==> config.mk <==
export PLATFORM = sky130hd
export DESIGN_NAME = fpu_dispatch
export DESIGN_NICKNAME = d
export VERILOG_FILES = /design/src/rtl/fpu_pkg.sv /design/src/rtl/fpu_op_decode.sv /design/src/rtl/fpu_dispatch.sv
export SDC_FILE = /design/constraint.sdc
export NUM_CORES = 1
export LEC_CHECK = 0
export CAP_MARGIN = 20
export CORE_AREA = 4 4 140 142
export DETAILED_ROUTE_END_ITERATION = 16
export DIE_AREA = 0 0 144 146
export GPL_TIMING_DRIVEN = 0
export PLACE_DENSITY_LB_ADDON = 0.3
export SLEW_MARGIN = 20
export SYNTH_ARGS = -nofsm -noshare
export SYNTH_HDL_FRONTEND = slang
export SYNTH_HIERARCHICAL = 1
export SYNTH_SLANG_ARGS = --single-unit
==> constraint.sdc <==
create_clock -name clk -period 1.69 [get_ports clk]
set_input_delay 0.338 -clock clk [delete_from_list [all_inputs] [get_ports clk]]
set_output_delay 0.338 -clock clk [all_outputs]
set_load 0.01 [all_outputs]
==> src/rtl/fpu_pkg.sv <==
// Shared definitions for the FPU issue controller: opcodes, unit count,
// controller states and the opcode-to-start-vector mapping.
package fpu_pkg;

  localparam int N_UNITS = 9;

  localparam logic [3:0] OP_ADD_SUB = 4'd1;
  localparam logic [3:0] OP_MUL     = 4'd2;
  localparam logic [3:0] OP_DIV     = 4'd3;
  localparam logic [3:0] OP_SQRT    = 4'd4;
  localparam logic [3:0] OP_SIGN    = 4'd5;
  localparam logic [3:0] OP_COMP    = 4'd6;
  localparam logic [3:0] OP_I2F     = 4'd7;
  localparam logic [3:0] OP_F2I     = 4'd8;
  localparam logic [3:0] OP_MAC     = 4'd9;

  typedef enum logic [1:0] {
    IDLE  = 2'd0,
    ISSUE = 2'd1,
    WAIT  = 2'd2,
    RESP  = 2'd3
  } state_t;

  // Opcode k selects unit k-1; opcodes with no unit map to an all-zero vector.
  function automatic logic [N_UNITS-1:0] op_to_onehot(input logic [3:0] op);
    logic [N_UNITS-1:0] v;
    v = '0;
    for (int i = 0; i < N_UNITS; i++) begin
      if (op == 4'(i + 1)) begin
        v[i] = 1'b1;
      end else begin
        v[i] = 1'b0;
      end
    end
    return v;
  endfunction

endpackage

==> src/rtl/fpu_op_decode.sv <==
// Combinational opcode decoder: legality flag plus one-hot unit select.
// Shared between the issue controller and the result-mux side.
module fpu_op_decode
  import fpu_pkg::*;
(
  input  logic [3:0]         i_op,
  output logic               o_legal,
  output logic [N_UNITS-1:0] o_onehot
);

  logic [N_UNITS-1:0] w_onehot;

  assign w_onehot = op_to_onehot(i_op);
  assign o_onehot = w_onehot;
  assign o_legal  = |w_onehot;

endmodule

==> src/rtl/fpu_dispatch.sv <==
// FPU issue controller: accepts one request, pulses the target unit's start,
// waits (with timeout) for its done and returns the muxed result.
module fpu_dispatch #(
  parameter int W              = 32,
  parameter int N_UNITS        = fpu_pkg::N_UNITS,
  parameter int TIMEOUT_CYCLES = 64
) (
  input  logic               clk,
  input  logic               rst_n,
  input  logic               req_valid,
  output logic               req_ready,
  input  logic [3:0]         req_op,
  input  logic [W-1:0]       req_a,
  input  logic [W-1:0]       req_b,
  input  logic [W-1:0]       req_c,
  output logic [N_UNITS-1:0] unit_start,
  output logic [W-1:0]       unit_a,
  output logic [W-1:0]       unit_b,
  output logic [W-1:0]       unit_c,
  input  logic [N_UNITS-1:0] unit_done,
  output logic [3:0]         mux_sel,
  input  logic [W-1:0]       muxed_result,
  output logic               resp_valid,
  input  logic               resp_ready,
  output logic [W-1:0]       resp_data,
  output logic               resp_err,
  output logic               busy
);
  import fpu_pkg::*;

  localparam int TW = (TIMEOUT_CYCLES > 1) ? $clog2(TIMEOUT_CYCLES) : 1;
  localparam logic [TW-1:0] TIMER_LAST = TW'(TIMEOUT_CYCLES - 1);

  logic               w_legal;
  logic [N_UNITS-1:0] w_onehot;
  logic               w_done_hit;

  state_t             r_state;
  logic [N_UNITS-1:0] r_onehot;
  logic               r_legal;
  logic [TW-1:0]      r_timer;
  logic               r_req_ready;
  logic [N_UNITS-1:0] r_unit_start;
  logic [W-1:0]       r_unit_a;
  logic [W-1:0]       r_unit_b;
  logic [W-1:0]       r_unit_c;
  logic [3:0]         r_mux_sel;
  logic               r_resp_valid;
  logic [W-1:0]       r_resp_data;
  logic               r_resp_err;
  logic               r_busy;

  fpu_op_decode u_decode (
    .i_op     (req_op),
    .o_legal  (w_legal),
    .o_onehot (w_onehot)
  );

  // Only the done line of the unit that was started can complete the operation.
  assign w_done_hit = |(unit_done & r_onehot);

  assign req_ready  = r_req_ready;
  assign unit_start = r_unit_start;
  assign unit_a     = r_unit_a;
  assign unit_b     = r_unit_b;
  assign unit_c     = r_unit_c;
  assign mux_sel    = r_mux_sel;
  assign resp_valid = r_resp_valid;
  assign resp_data  = r_resp_data;
  assign resp_err   = r_resp_err;
  assign busy       = r_busy;

  // Controller state machine with all outputs registered.
  always_ff @(posedge clk or negedge rst_n) begin
    if (!rst_n) begin
      r_state      <= IDLE;
      r_onehot     <= '0;
      r_legal      <= 1'b0;
      r_timer      <= '0;
      r_req_ready  <= 1'b0;
      r_unit_start <= '0;
      r_unit_a     <= '0;
      r_unit_b     <= '0;
      r_unit_c     <= '0;
      r_mux_sel    <= 4'd0;
      r_resp_valid <= 1'b0;
      r_resp_data  <= '0;
      r_resp_err   <= 1'b0;
      r_busy       <= 1'b0;
    end else begin
      case (r_state)
        IDLE: begin
          if (req_valid && r_req_ready) begin
            r_req_ready  <= 1'b0;
            r_busy       <= 1'b1;
            r_unit_a     <= req_a;
            r_unit_b     <= req_b;
            r_unit_c     <= req_c;
            r_onehot     <= w_onehot;
            r_unit_start <= w_onehot;
            r_legal      <= w_legal;
            r_mux_sel    <= w_legal ? req_op : 4'd0;
            r_state      <= ISSUE;
          end else begin
            r_req_ready  <= 1'b1;
          end
        end
        // Illegal opcodes pass through ISSUE without a start pulse.
        ISSUE: begin
          r_unit_start <= '0;
          r_timer      <= '0;
          if (r_legal) begin
            r_state      <= WAIT;
          end else begin
            r_resp_valid <= 1'b1;
            r_resp_data  <= '0;
            r_resp_err   <= 1'b1;
            r_mux_sel    <= 4'd0;
            r_state      <= RESP;
          end
        end
        WAIT: begin
          if (w_done_hit) begin
            r_resp_valid <= 1'b1;
            r_resp_data  <= muxed_result;
            r_resp_err   <= 1'b0;
            r_mux_sel    <= 4'd0;
            r_state      <= RESP;
          end else if (r_timer == TIMER_LAST) begin
            r_resp_valid <= 1'b1;
            r_resp_data  <= '0;
            r_resp_err   <= 1'b1;
            r_mux_sel    <= 4'd0;
            r_state      <= RESP;
          end else begin
            r_timer      <= r_timer + TW'(1);
          end
        end
        RESP: begin
          if (resp_ready) begin
            r_resp_valid <= 1'b0;
            r_resp_data  <= '0;
            r_resp_err   <= 1'b0;
            r_busy       <= 1'b0;
            r_req_ready  <= 1'b1;
            r_state      <= IDLE;
          end else begin
            r_resp_valid <= 1'b1;
          end
        end
        default: begin
          r_state      <= IDLE;
          r_unit_start <= '0;
          r_mux_sel    <= 4'd0;
          r_resp_valid <= 1'b0;
          r_resp_data  <= '0;
          r_resp_err   <= 1'b0;
          r_busy       <= 1'b0;
          r_req_ready  <= 1'b0;
        end
      endcase
    end
  end

endmodule

==> results of run 1 <==
-- logic make-up after synthesis --
logic type      synth area share [%]
xor+xnor                       0.249
simple gates                    22.4
fa+ha+maj                      0.890
mux                            0.872
buf+inv                         5.55
compound gates                  12.0
flops                           58.0
-- what timing repair did --
action / in CTS / in global routing
pin swaps: 12 / 6
resized for setup: 86 / 115
setup buffers: 17 / 2
endpoints found under the setup margin: 190 / 226
hold buffers: 1 / 0
gates cloned: 1 / 0
endpoints found under the hold margin: 71 / 0
-- final cells by class --
| type | instances | area [µm²] | share of cell area (%) |
|---|---|---|---|
| clock inverter | 12 | 109 | 0.956 |
| multi-input combinational | 511 | 2720 | 23.9 |
| timing repair buffer | 311 | 3260 | 28.7 |
| inverter | 41 | 154 | 1.35 |
| tap | 234 | 293 | 2.57 |
| clock buffer | 20 | 437 | 3.84 |
| sequential | 163 | 4080 | 35.9 |
| buffer | 38 | 323 | 2.84 |
-- stage by stage --
| step | setup TNS (ns) | instances | hold slack [ns] | power, mW | util, % |
|---|---|---|---|---|---|
| floorplan | -0.966 | 755 | 0.0424 | 10.7 | - |
| global placement | -1162.15 | 1278 | 0.456 | 15.0 | 55.5 |
| detailed placement | -85.20 | 1279 | 0.344 | 15.2 | 55.7 |
| CTS | -5.07 | 1328 | 0.423 | 19.6 | 60.2 |
| global route | -8.71 | 1330 | 0.427 | 20.6 | 61.7 |
| finish | -4.90 | 1330 | 0.439 | 19.3 | 61.7 |
-- how the worst max path moves through the flow --
stage                             from            end  slack [ns]  cells after the start
after global routing       r_onehot[2]       resp_err       -0.24                      8
after global placement           rst_n     unit_c[17]       -6.64                      1
after CTS                  r_onehot[2]  resp_data[12]       -0.16                      8
after detailed placement  unit_done[2]  resp_data[22]       -0.74                      7
final                      r_onehot[2]  resp_data[12]       -0.15                      8
after floorplan             r_timer[0]       resp_err       -0.06                      8
-- state kept, by name, summed over array words and instances (netlist names) --
signal      flops
unit_start      9
req_ready       1
r_onehot        9
unit_b         32
unit_c         32
busy            1
r_timer         6
r_state         2
r_legal         1
mux_sel         4
resp_valid      1
resp_err        1
resp_data      32
unit_a         32
-- tightest hold or removal path: cells and delay by family --
kind | cells | cell delay, ns
buffers and inverters | 1 | 0.40
and+or+nand+nor | 2 | 0.09
-- layout by cell type, fill, tap and decap left out, types with 10 or more instances in the layout --
cell	instances
inv_1	40
buf_4	23
o31ai_2	24
a21oi_1	11
nor2b_1	11
clkbuf_16	17
dlygate4sd2_1	30
dfrtp_1	160
dlymetal6s2s_1	77
nand2_1	339
o21ai_0	43
nor2_1	10
clkdlybuf4s50_1	181
-- routing by layer --
metal	vias up	wire length (µm)	track usage [%]	share of wire (%)
li1	3074	-	-	-
met1	3003	8590	24.0	40
met2	195	11100	35.4	52
met3	24	1400	5.03	6.5
met4	0	357	6.17	1.7
met5	-	0	0	0
-- power breakdown --
part / total, mW / switching [mW] / internal [mW]
sequential: 6.30 / 0.843 / 5.46
clock: 3.62 / 1.59 / 2.03
combinational: 9.41 / 4.75 / 4.66
==> run_results.csv, run 1 <==
group,metric,value,unit
grt,first_pass_grt_wire_length,33.4,mm
route,vias_per_cell,4.73,
floorplanning,placement_rows,50,
pwr,cellPowerDensity,1700,nW/µm²
critical_path,setup.worst_path.start_class,"flop",
grt,grt_util_all_layers,20.1,%
route,initialDrtViolationCount,280,
cells_and_area,drive_gt1_share,13.2,%
synthesis,post_synth_cell_types,45,
synthesis,synth_sequential_area_ratio,58.0,%
sta,final_report_setup_violation_count,40,
synthesis,post_synth_main_area_contributors,"dfrtp_1 (58%), nand2_1 (18%), o31ai_2 (4.8%)",
job,drv.max_cap_violation_count,0,
clock_network,clk_pin_slew,0.07,ns
floorplanning,overall_die_height,146,µm
route,avgRoutedWirePerCell,16.2,µm
sta,fin_skew,0.0117,ns
floorplanning,die_x,144,µm
placement,pre_cts_ws,-0.739,ns
floorplanning,core_area,18500,µm²
grt,pin_count_of_the_biggest_net_entering_global_routing,93,
sta,worst_path_setup_slack_after_routing,-0.155,ns
route,totalWireLength,21.5,mm
clock_network,numClockSinks,163,
clock_network,worstSkewPairLatency,0.42,ns
min_path,worst_hold_path.endpoint,"unit_a[4]",
sta,max_slew_headroom,60.9,%
min_path,worstHoldStart,"req_a[4]",
critical_path,crit_path_category,"flop to flop",
placement,placed_area,10300,µm²
synthesis,yosysWarnings,6,
grt,first_global_vias,6275,
status,failing_checks,"negative setup slack",
clock_network,tritoncts,"done",
grt,antenna_found_initial,0,
critical_path,crit-reg2reg-capture,"resp_data[12]",
route,post-route-drc-count,0,
synthesis,syn-instance-count,755,
route,drt_pre_antenna_iters,4,
route,route.antenna.remaining_nets,0,
sta,fmax,542,MHz
synthesis,area_share_of_the_largest_cell_type_after_synthesis,58.0,%
synthesis,synthMostInstantiatedCell,"nand2_1",
placement,place.gp.congestion,0.807,
min_path,hold_path.class,"input pin to flop",
pwr,ir_worst_vdd,0.758,mV
pwr,cellLeakagePower,6.51,nW
synthesis,edff_count_synth,0,
sta,grt_setup_unrepaired,"yes",
critical_path,r2r-start,"r_onehot[2]",
sta,max_slew_violation_count,0,
status,run_status,"finished, violations left",
floorplanning,die_area,21000,µm²
clock_network,clk_root_buffer_cell,"clkbuf_16",
cells_and_area,finalInstanceArea,11400,µm²
cells_and_area,number_of_nets_in_the_final_layout,1233,
cells_and_area,filler_cell_count,1565,
critical_path,worst_stage_delay_on_the_critical_path,0.39,ns
synthesis,synthesis.area,7030,µm²
critical_path,critPathCaptureType,"flop",
synthesis,commonest_cells_in_the_synthesized_netlist,"nand2_1 (340), dfrtp_1 (163), o21ai_0 (48)",
critical_path,timing.critical_path.slowest_stage_cell,"dfrtp_1",
synthesis,synthesized_net_count,905,
sta,layout_worst_path_cycle_share,109,%
min_path,worstHoldPathCells,3,
critical_path,sequence_of_cells_on_the_critical_path,"a222oi_1 -> nand3_2 -> buf_6 -> o21ai_4 -> or2_1 -> buf_6 -> buf_12 -> o31ai_2",
placement,detailed_place_hpwl,15.5,mm
floorplanning,initial_standard_cell_utilization_of_the_core,38.1,%
clock_network,numCtsBuffers,17,
sta,finalHoldViolCount,0,
synthesis,synth-main-ff-cell,"dfrtp_1",
placement,io_buffer_count,289,
sta,timing.final.crit_period,1.84,ns
sta,max_slew.worst_pin.slew,0.587,ns
critical_path,cpLargestDelayFamily,"compound AO/OA/AOI/OAI gates",
route,vias,6296,
critical_path,r2r_cells,8,
clock_network,htree_num_levels,4,
critical_path,critical_path_most_common_cell,"buf_6",
cells_and_area,area_growth,61.9,%
floorplanning,io_pins,290,
synthesis,yosys.area.top_type,"dfrtp_1",
critical_path,critical_path.n_buffers_inverters,3,
synthesis,yosys_register_bits,163,
grt,globalRoute.totalOverflow,0,
critical_path,path_max_fanout,10,
cells_and_area,num_antenna_cells,0,
critical_path,worst-endpoint-required,1.98,ns
critical_path,worst_ep_arrival_time,2.14,ns
critical_path,r2r_setup_slack,-0.15,ns
clock_network,ctsLongestPathBuffers,2,
synthesis,ys_async_sr_fraction,100,%
synthesis,synth_area_per_cell,9.31,µm²
No activity file was read; power rests on OpenSTA's default activity.
==> run 2: changes to the inputs <==
--- a/config.mk
+++ b/config.mk
@@ -5,13 +5,15 @@
 export SDC_FILE = /design/constraint.sdc
 export NUM_CORES = 1
 export LEC_CHECK = 0
+export ABC_AREA = 1
 export CAP_MARGIN = 20
 export CORE_AREA = 4 4 140 142
 export DETAILED_ROUTE_END_ITERATION = 16
 export DIE_AREA = 0 0 144 146
 export GPL_TIMING_DRIVEN = 0
 export PLACE_DENSITY_LB_ADDON = 0.3
-export SLEW_MARGIN = 20
+export SETUP_SLACK_MARGIN = 0.5
+export SLEW_MARGIN = 10
 export SYNTH_ARGS = -nofsm -noshare
 export SYNTH_HDL_FRONTEND = slang
 export SYNTH_HIERARCHICAL = 1
==> run_results.csv, run 2 <==
group,metric,value,unit
synthesis,yosys_register_bits,163,
critical_path,critical_path_most_common_cell,"buf_6",
route,vias,7139,
synthesis,synth_sequential_area_ratio,57.9,%
critical_path,crit-reg2reg-capture,"unit_a[1]",
critical_path,setup.worst_path.start_class,"flop",
cells_and_area,number_of_nets_in_the_final_layout,1394,
status,run_status,"finished, violations left",
floorplanning,die_area,21000,µm²
floorplanning,io_pins,290,
placement,detailed_place_hpwl,16.0,mm
pwr,cellPowerDensity,1800,nW/µm²
critical_path,critical_path.n_buffers_inverters,7,
sta,finalHoldViolCount,86,
sta,final_report_setup_violation_count,0,
grt,pin_count_of_the_biggest_net_entering_global_routing,88,
critical_path,critPathCaptureType,"flop",
pwr,ir_worst_vdd,0.995,mV
route,post-route-drc-count,0,
route,avgRoutedWirePerCell,16.3,µm
cells_and_area,ff_latch_area,4080,µm²
route,totalWireLength,24.4,mm
floorplanning,die_x,144,µm
critical_path,cp-endpoint,"unit_a[1]",
critical_path,cp.depth,11,
cells_and_area,area_of_combinational_cells_with_multiple_inputs,3020,µm²
sta,final.hold.worst_slack,-0.104,ns
clock_network,worstSkewPairLatency,0.42,ns
critical_path,worst-endpoint-required,2.05,ns
cells_and_area,drive_gt1_share,29.5,%
grt,globalRoute.totalOverflow,0,
placement,place.gp.congestion,0.829,
sta,fmax,603,MHz
critical_path,crit_path_category,"flop to flop",
clock_network,htree_num_levels,4,
critical_path,path_max_fanout,6,
min_path,hold_path.class,"input pin to async pin",
synthesis,synth-main-ff-cell,"dfrtp_1",
grt,first_global_vias,7203,
cells_and_area,filler_cell_count,1497,
floorplanning,placement_rows,50,
critical_path,setup.worst_path.start,"r_state[1]",
placement,io_buffer_count,289,
floorplanning,core_area,18500,µm²
cells_and_area,post-route-util,66.1,%
critical_path,r2r_cells,11,
sta,fin_skew,0.0130,ns
synthesis,commonest_cells_in_the_synthesized_netlist,"nand2_1 (472), dfrtp_1 (163), nand4_1 (39)",
cells_and_area,mostFrequentLayoutCells,"nand2_1 (385), dfrtp_1 (162), clkdlybuf4s50_1 (143), nand2_2 (78), buf_4 (63)",
grt,antenna_found_initial,0,
synthesis,yosys.area.top_type,"dfrtp_1",
clock_network,clk_pin_slew,0.07,ns
critical_path,r2r_setup_slack,0.03,ns
placement,placed_area,10400,µm²
clock_network,numClockSinks,163,
sta,grt_setup_unrepaired,"yes",
synthesis,post_synth_cell_types,30,
floorplanning,overall_die_height,146,µm
synthesis,yosysWarnings,6,
critical_path,cpLargestDelayFamily,"buffers and inverters",
synthesis,area_share_of_the_largest_cell_type_after_synthesis,57.9,%
synthesis,edff_count_synth,0,
cells_and_area,num_antenna_cells,0,
grt,grt_util_all_layers,22.7,%
clock_network,tritoncts,"done",
synthesis,synthMostInstantiatedCell,"nand2_1",
cells_and_area,mostFrequentLayoutCell,"nand2_1",
route,drt_pre_antenna_iters,4,
critical_path,sequence_of_cells_on_the_critical_path,"inv_2 -> ha_4 -> buf_8 -> inv_4 -> nor2_4 -> buf_6 -> buf_6 -> buf_12 -> clkbuf_16 -> nand2_4 -> nand2_2",
synthesis,synthesis.area,7040,µm²
job,drv.max_cap_violation_count,0,
clock_network,ctsLongestPathBuffers,2,
cells_and_area,finalInstanceArea,12200,µm²
route,vias_per_cell,4.79,
sta,max_slew.worst_pin.slew,0.735,ns
clock_network,numCtsBuffers,17,
clock_network,clk_root_buffer_cell,"clkbuf_16",
pwr,cellLeakagePower,6.40,nW
synthesis,syn-instance-count,852,
grt,first_pass_grt_wire_length,38.0,mm
floorplanning,initial_standard_cell_utilization_of_the_core,38.2,%
sta,timing.final.crit_period,1.66,ns
sta,layout_worst_path_cycle_share,98.2,%
sta,max_slew_headroom,51.0,%
route,route.antenna.remaining_nets,0,
route,initialDrtViolationCount,313,
synthesis,post_synth_main_area_contributors,"dfrtp_1 (58%), nand2_1 (25%), nand4_1 (3.5%)",
status,failing_checks,"negative hold slack",
cells_and_area,area_growth,73.3,%
critical_path,r2r-start,"r_state[1]",
sta,max_slew_violation_count,0,
synthesis,synth_area_per_cell,8.27,µm²
synthesis,ys_async_sr_fraction,100,%
synthesis,synthesized_net_count,1002,
critical_path,worst_ep_arrival_time,2.02,ns
critical_path,worst_stage_delay_on_the_critical_path,0.45,ns
critical_path,timing.critical_path.slowest_stage_cell,"dfrtp_2",
-- run 2: cell families (layout without fill, tap and decap cells) --
group | Yosys count | after routing | synth area share (%)
and+or+nand+nor | 549 | 550 | 31.7
DFF | 163 | 163 | 57.9
buffers and inverters | 77 | 480 | 4.81
AOI/OAI and AO/OA | 53 | 54 | 4.10
adders and majority gates | 5 | 5 | 0.888
xor gates and xnor gates | 4 | 4 | 0.497
muxes | 1 | 1 | 0.142
-- run 2: stage by stage --
step / setup WS (ns) / std cells / hold WS, ns / total power [mW] / setup TNS (ns)
3_5_place_dp: -0.340 / 1376 / 0.403 / 15.5 / -43.34
3_3_place_gp: -7.39 / 1375 / 0.453 / 15.3 / -1140.34
5_1_grt: -0.0504 / 1491 / -0.0450 / 23.3 / -0.808
4_1_cts: 0.0518 / 1452 / -0.0480 / 20.8 / 0
2_1_floorplan: 0.182 / 852 / 0.0424 / 10.9 / 0
6_report: 0.0311 / 1491 / -0.104 / 21.9 / 0
-- run 2: what timing repair did --
action / 4_1_cts / 5_1_grt
buffers inserted: 32 / 36
resized for setup: 372 / 280
endpoints found under the setup margin: 308 / 308
gates cloned: 12 / 3
endpoints found under the hold margin: 86 / 16
pin swaps: 47 / 32
-- run 2: worst min path at each step --
stage / end / from / depth (start not counted) / slack, ns
finish: resp_data[22] / rst_n / 1 / -0.10
global route: resp_data[22] / rst_n / 1 / -0.05
CTS: resp_data[22] / rst_n / 1 / -0.05
detailed placement: resp_data[22] / rst_n / 1 / 0.40
global placement: unit_c[12] / unit_c[12] / 2 / 0.45
floorplan: busy / rst_n / 0 / 0.04
-- run 2: per-layer routing --
layer  part of all wire (%)  vias up  GRT usage, %
met3                    8.8       22          8.38
met1                     39     3402          27.2
met4                    1.5        0          6.07
met5                      0        -             0
li1                       -     3475             -
met2                     51      240          38.2
-- run 2: area by class of cell --
class                           instances  share of cell area (%)
Clock buffer                           17                    3.49
Multi-Input combinational cell        614                    24.8
Tap cell                              234                    2.40
Clock inverter                         15                    1.78
Buffer                                 48                    4.61
Sequential cell                       163                    33.4
Inverter                               29                    1.06
Timing Repair Buffer                  371                    28.5
-- run 2: report_power, final --
group,internal (mW),switching [mW]
logic,5.47,5.85
registers,5.41,0.945
clock network,2.53,1.74
total,13.4,8.53
==> run 3: changes to the inputs <==
--- a/config.mk
+++ b/config.mk
@@ -7,14 +7,14 @@
 export LEC_CHECK = 0
 export ABC_AREA = 1
 export CAP_MARGIN = 20
-export CORE_AREA = 4 4 140 142
+export CORE_AREA = 4 4 139 141
 export DETAILED_ROUTE_END_ITERATION = 16
-export DIE_AREA = 0 0 144 146
+export DIE_AREA = 0 0 143 145
 export GPL_TIMING_DRIVEN = 0
+export HOLD_SLACK_MARGIN = 0.02
 export PLACE_DENSITY_LB_ADDON = 0.3
 export SETUP_SLACK_MARGIN = 0.5
 export SLEW_MARGIN = 10
 export SYNTH_ARGS = -nofsm -noshare
 export SYNTH_HDL_FRONTEND = slang
-export SYNTH_HIERARCHICAL = 1
 export SYNTH_SLANG_ARGS = --single-unit
==> run_results.csv, run 3 <==
group,metric,value,unit
status,run_status,"finished, violations left",
status,failing_checks,"negative hold slack",
critical_path,crit-reg2reg-capture,"resp_data[25]",
route,drt_pre_antenna_iters,5,
sta,fin_skew,0.00997,ns
route,route.antenna.remaining_nets,0,
sta,layout_worst_path_cycle_share,97.9,%
job,drv.max_cap_violation_count,0,
critical_path,r2r-start,"r_state[1]",
cells_and_area,mostFrequentLayoutCells,"nand2_1 (349), dfrtp_1 (161), clkdlybuf4s50_1 (143), buf_4 (119), nand2_2 (101)",
route,vias,7385,
floorplanning,placement_rows,49,
route,totalWireLength,25.8,mm
placement,io_buffer_count,289,
critical_path,critPathCaptureType,"flop",
synthesis,ys_async_sr_fraction,100,%
clock_network,htree_num_levels,4,
synthesis,synthesis.area,7000,µm²
sta,final.hold.worst_slack,-0.143,ns
synthesis,yosys.area.top_type,"dfrtp_1",
synthesis,synth_area_per_cell,8.26,µm²
sta,max_slew_violation_count,0,
clock_network,worstSkewPairLatency,0.42,ns
sta,final_report_setup_violation_count,0,
synthesis,syn-instance-count,847,
cells_and_area,mostFrequentLayoutCell,"nand2_1",
floorplanning,die_area,20700,µm²
synthesis,synthMostInstantiatedCell,"nand2_1",
synthesis,synth_sequential_area_ratio,58.3,%
critical_path,r2r_setup_slack,0.04,ns
pwr,report.power.total,23.6,mW
synthesis,post_synth_cell_types,25,
clock_network,ctsLongestPathBuffers,2,
synthesis,yosys_register_bits,163,
synthesis,edff_count_synth,0,
synthesis,synthesized_net_count,997,
sta,max_slew.worst_pin.slew,0.522,ns
cells_and_area,number_of_nets_in_the_final_layout,1448,
critical_path,worst_ep_arrival_time,1.96,ns
route,vias_per_cell,4.80,
synthesis,commonest_cells_in_the_synthesized_netlist,"nand2_1 (463), dfrtp_1 (163), nand4_1 (41)",
pwr,cellPowerDensity,1830,nW/µm²
sta,max_slew_headroom,65.2,%
floorplanning,overall_die_height,145,µm
route,avgRoutedWirePerCell,16.8,µm
sta,fmax,604,MHz
synthesis,post_synth_main_area_contributors,"dfrtp_1 (58%), nand2_1 (25%), nand4_1 (3.7%)",
cells_and_area,post-route-util,71.7,%
cells_and_area,area_growth,84.1,%
sta,grt_setup_unrepaired,"yes",
placement,detailed_place_hpwl,16.2,mm
clock_network,clk_root_buffer_cell,"clkbuf_16",
min_path,hold_path.class,"input pin to async pin",
grt,globalRoute.totalOverflow,0,
sta,timing.final.crit_period,1.65,ns
sta,finalHoldViolCount,63,
grt,first_global_vias,7284,
critical_path,crit_path_category,"flop to flop",
critical_path,r2r_cells,9,
pwr,cellLeakagePower,6.70,nW
clock_network,numClockSinks,163,
cells_and_area,num_antenna_cells,0,
critical_path,setup.worst_path.start_class,"flop",
clock_network,tritoncts,"done",
floorplanning,die_x,143,µm
grt,grt_util_all_layers,23.1,%
pwr,ir_worst_vdd,0.956,mV
route,initialDrtViolationCount,318,
grt,first_pass_grt_wire_length,38.0,mm
floorplanning,initial_standard_cell_utilization_of_the_core,39.0,%
grt,antenna_found_initial,0,
cells_and_area,drive_gt1_share,40.6,%
synthesis,yosysWarnings,0,
synthesis,synth-main-ff-cell,"dfrtp_1",
placement,place.gp.congestion,0.857,
grt,pin_count_of_the_biggest_net_entering_global_routing,101,
synthesis,area_share_of_the_largest_cell_type_after_synthesis,58.3,%
clock_network,numCtsBuffers,17,
critical_path,path_max_fanout,8,
route,post-route-drc-count,0,
floorplanning,io_pins,290,
clock_network,clk_pin_slew,0.07,ns
critical_path,worst-endpoint-required,2.00,ns
floorplanning,core_area,18000,µm²
[run 3: cell types whose count changed after synthesis, moves of 4 or more]
cell	delta
nand3_1	+17
nand2_1	-9
o22ai_1	-9
inv_1	-8
o21ai_1	+6
buf_4	+4
[run 3: area by class of cell]
| type | count | area [µm²] |
|---|---|---|
| multi-input combinational | 616 | 3200 |
| inverter | 18 | 90.1 |
| buffer | 50 | 612 |
| clock buffer | 18 | 439 |
| sequential | 163 | 4080 |
| clock inverter | 14 | 215 |
| fill | 1298 | 5080 |
| tap | 229 | 287 |
| timing repair buffer | 432 | 3960 |
[run 3: worst max-delay path by stage]
stage	slack, ns	cells after the start	end	from
floorplan	0.21	8	resp_data[11]	r_state[1]
global placement	-7.22	1	r_state[0]	rst_n
detailed placement	-0.54	8	resp_data[24]	unit_done[1]
CTS	0.07	9	resp_data[17]	r_state[1]
global route	-0.06	9	resp_data[2]	r_timer[1]
finish	0.04	9	resp_data[25]	r_state[1]
[run 3: per-stage QoR]
step	TNS (ns)	setup slack [ns]	hold WS, ns	std cells	cell area [µm²]
2_1_floorplan	0	0.206	0.0424	847	7260
4_1_cts	0	0.0747	-0.128	1468	12100
3_3_place_gp	-1123.87	-7.22	0.452	1365	10400
5_1_grt	-0.848	-0.0550	-0.111	1540	12900
3_5_place_dp	-55.25	-0.537	0.318	1366	10500
6_report	0	0.0355	-0.143	1540	12900
[run 3: kinds of logic (layout without fill, tap and decap cells)]
family,count (synthesis),in the layout,share of synthesized area [%]
adders and majority gates,5,5,0.894
and+or+nand+nor,555,555,32.2
buffers and inverters,68,532,4.31
AOI/OAI and AO/OA,53,53,3.92
xor gates and xnor gates,3,3,0.376
DFF,163,163,58.3
[run 3: repair_timing]
action	in CTS	in global routing
endpoints found under the hold margin	63	63
endpoints found under the setup margin	308	308
cloned	12	7
resized for setup	549	283
pin swaps	9	27
setup buffers	58	65
[run 3: critical path, stage by stage, from the launching register on]
cell and delay, ns:
dfrtp_2 0.44, inv_4 0.07, ha_4 0.19, buf_12 0.13, a21oi_4 0.12, buf_12 0.13, nand3_4 0.15, buf_4 0.20
nand2_1 0.05, nand2_1 0.05
[run 3: routing by layer]
layer  vias up  GRT usage [%]  part of all wire, %
met4         0           7.03                  2.1
met5         -              0                    0
met3        31           8.00                  9.2
met2       268           38.9                   51
met1      3491           27.7                   38
li1       3595              -                    -
[run 3: power breakdown]
group | internal [mW] | switching (mW) | leakage (nW) | total (mW)
Sequential | 5.41 | 1.08 | 2.11 | 6.48
Clock | 2.57 | 1.73 | 0.322 | 4.31
Combinational | 6.55 | 6.22 | 4.26 | 12.8
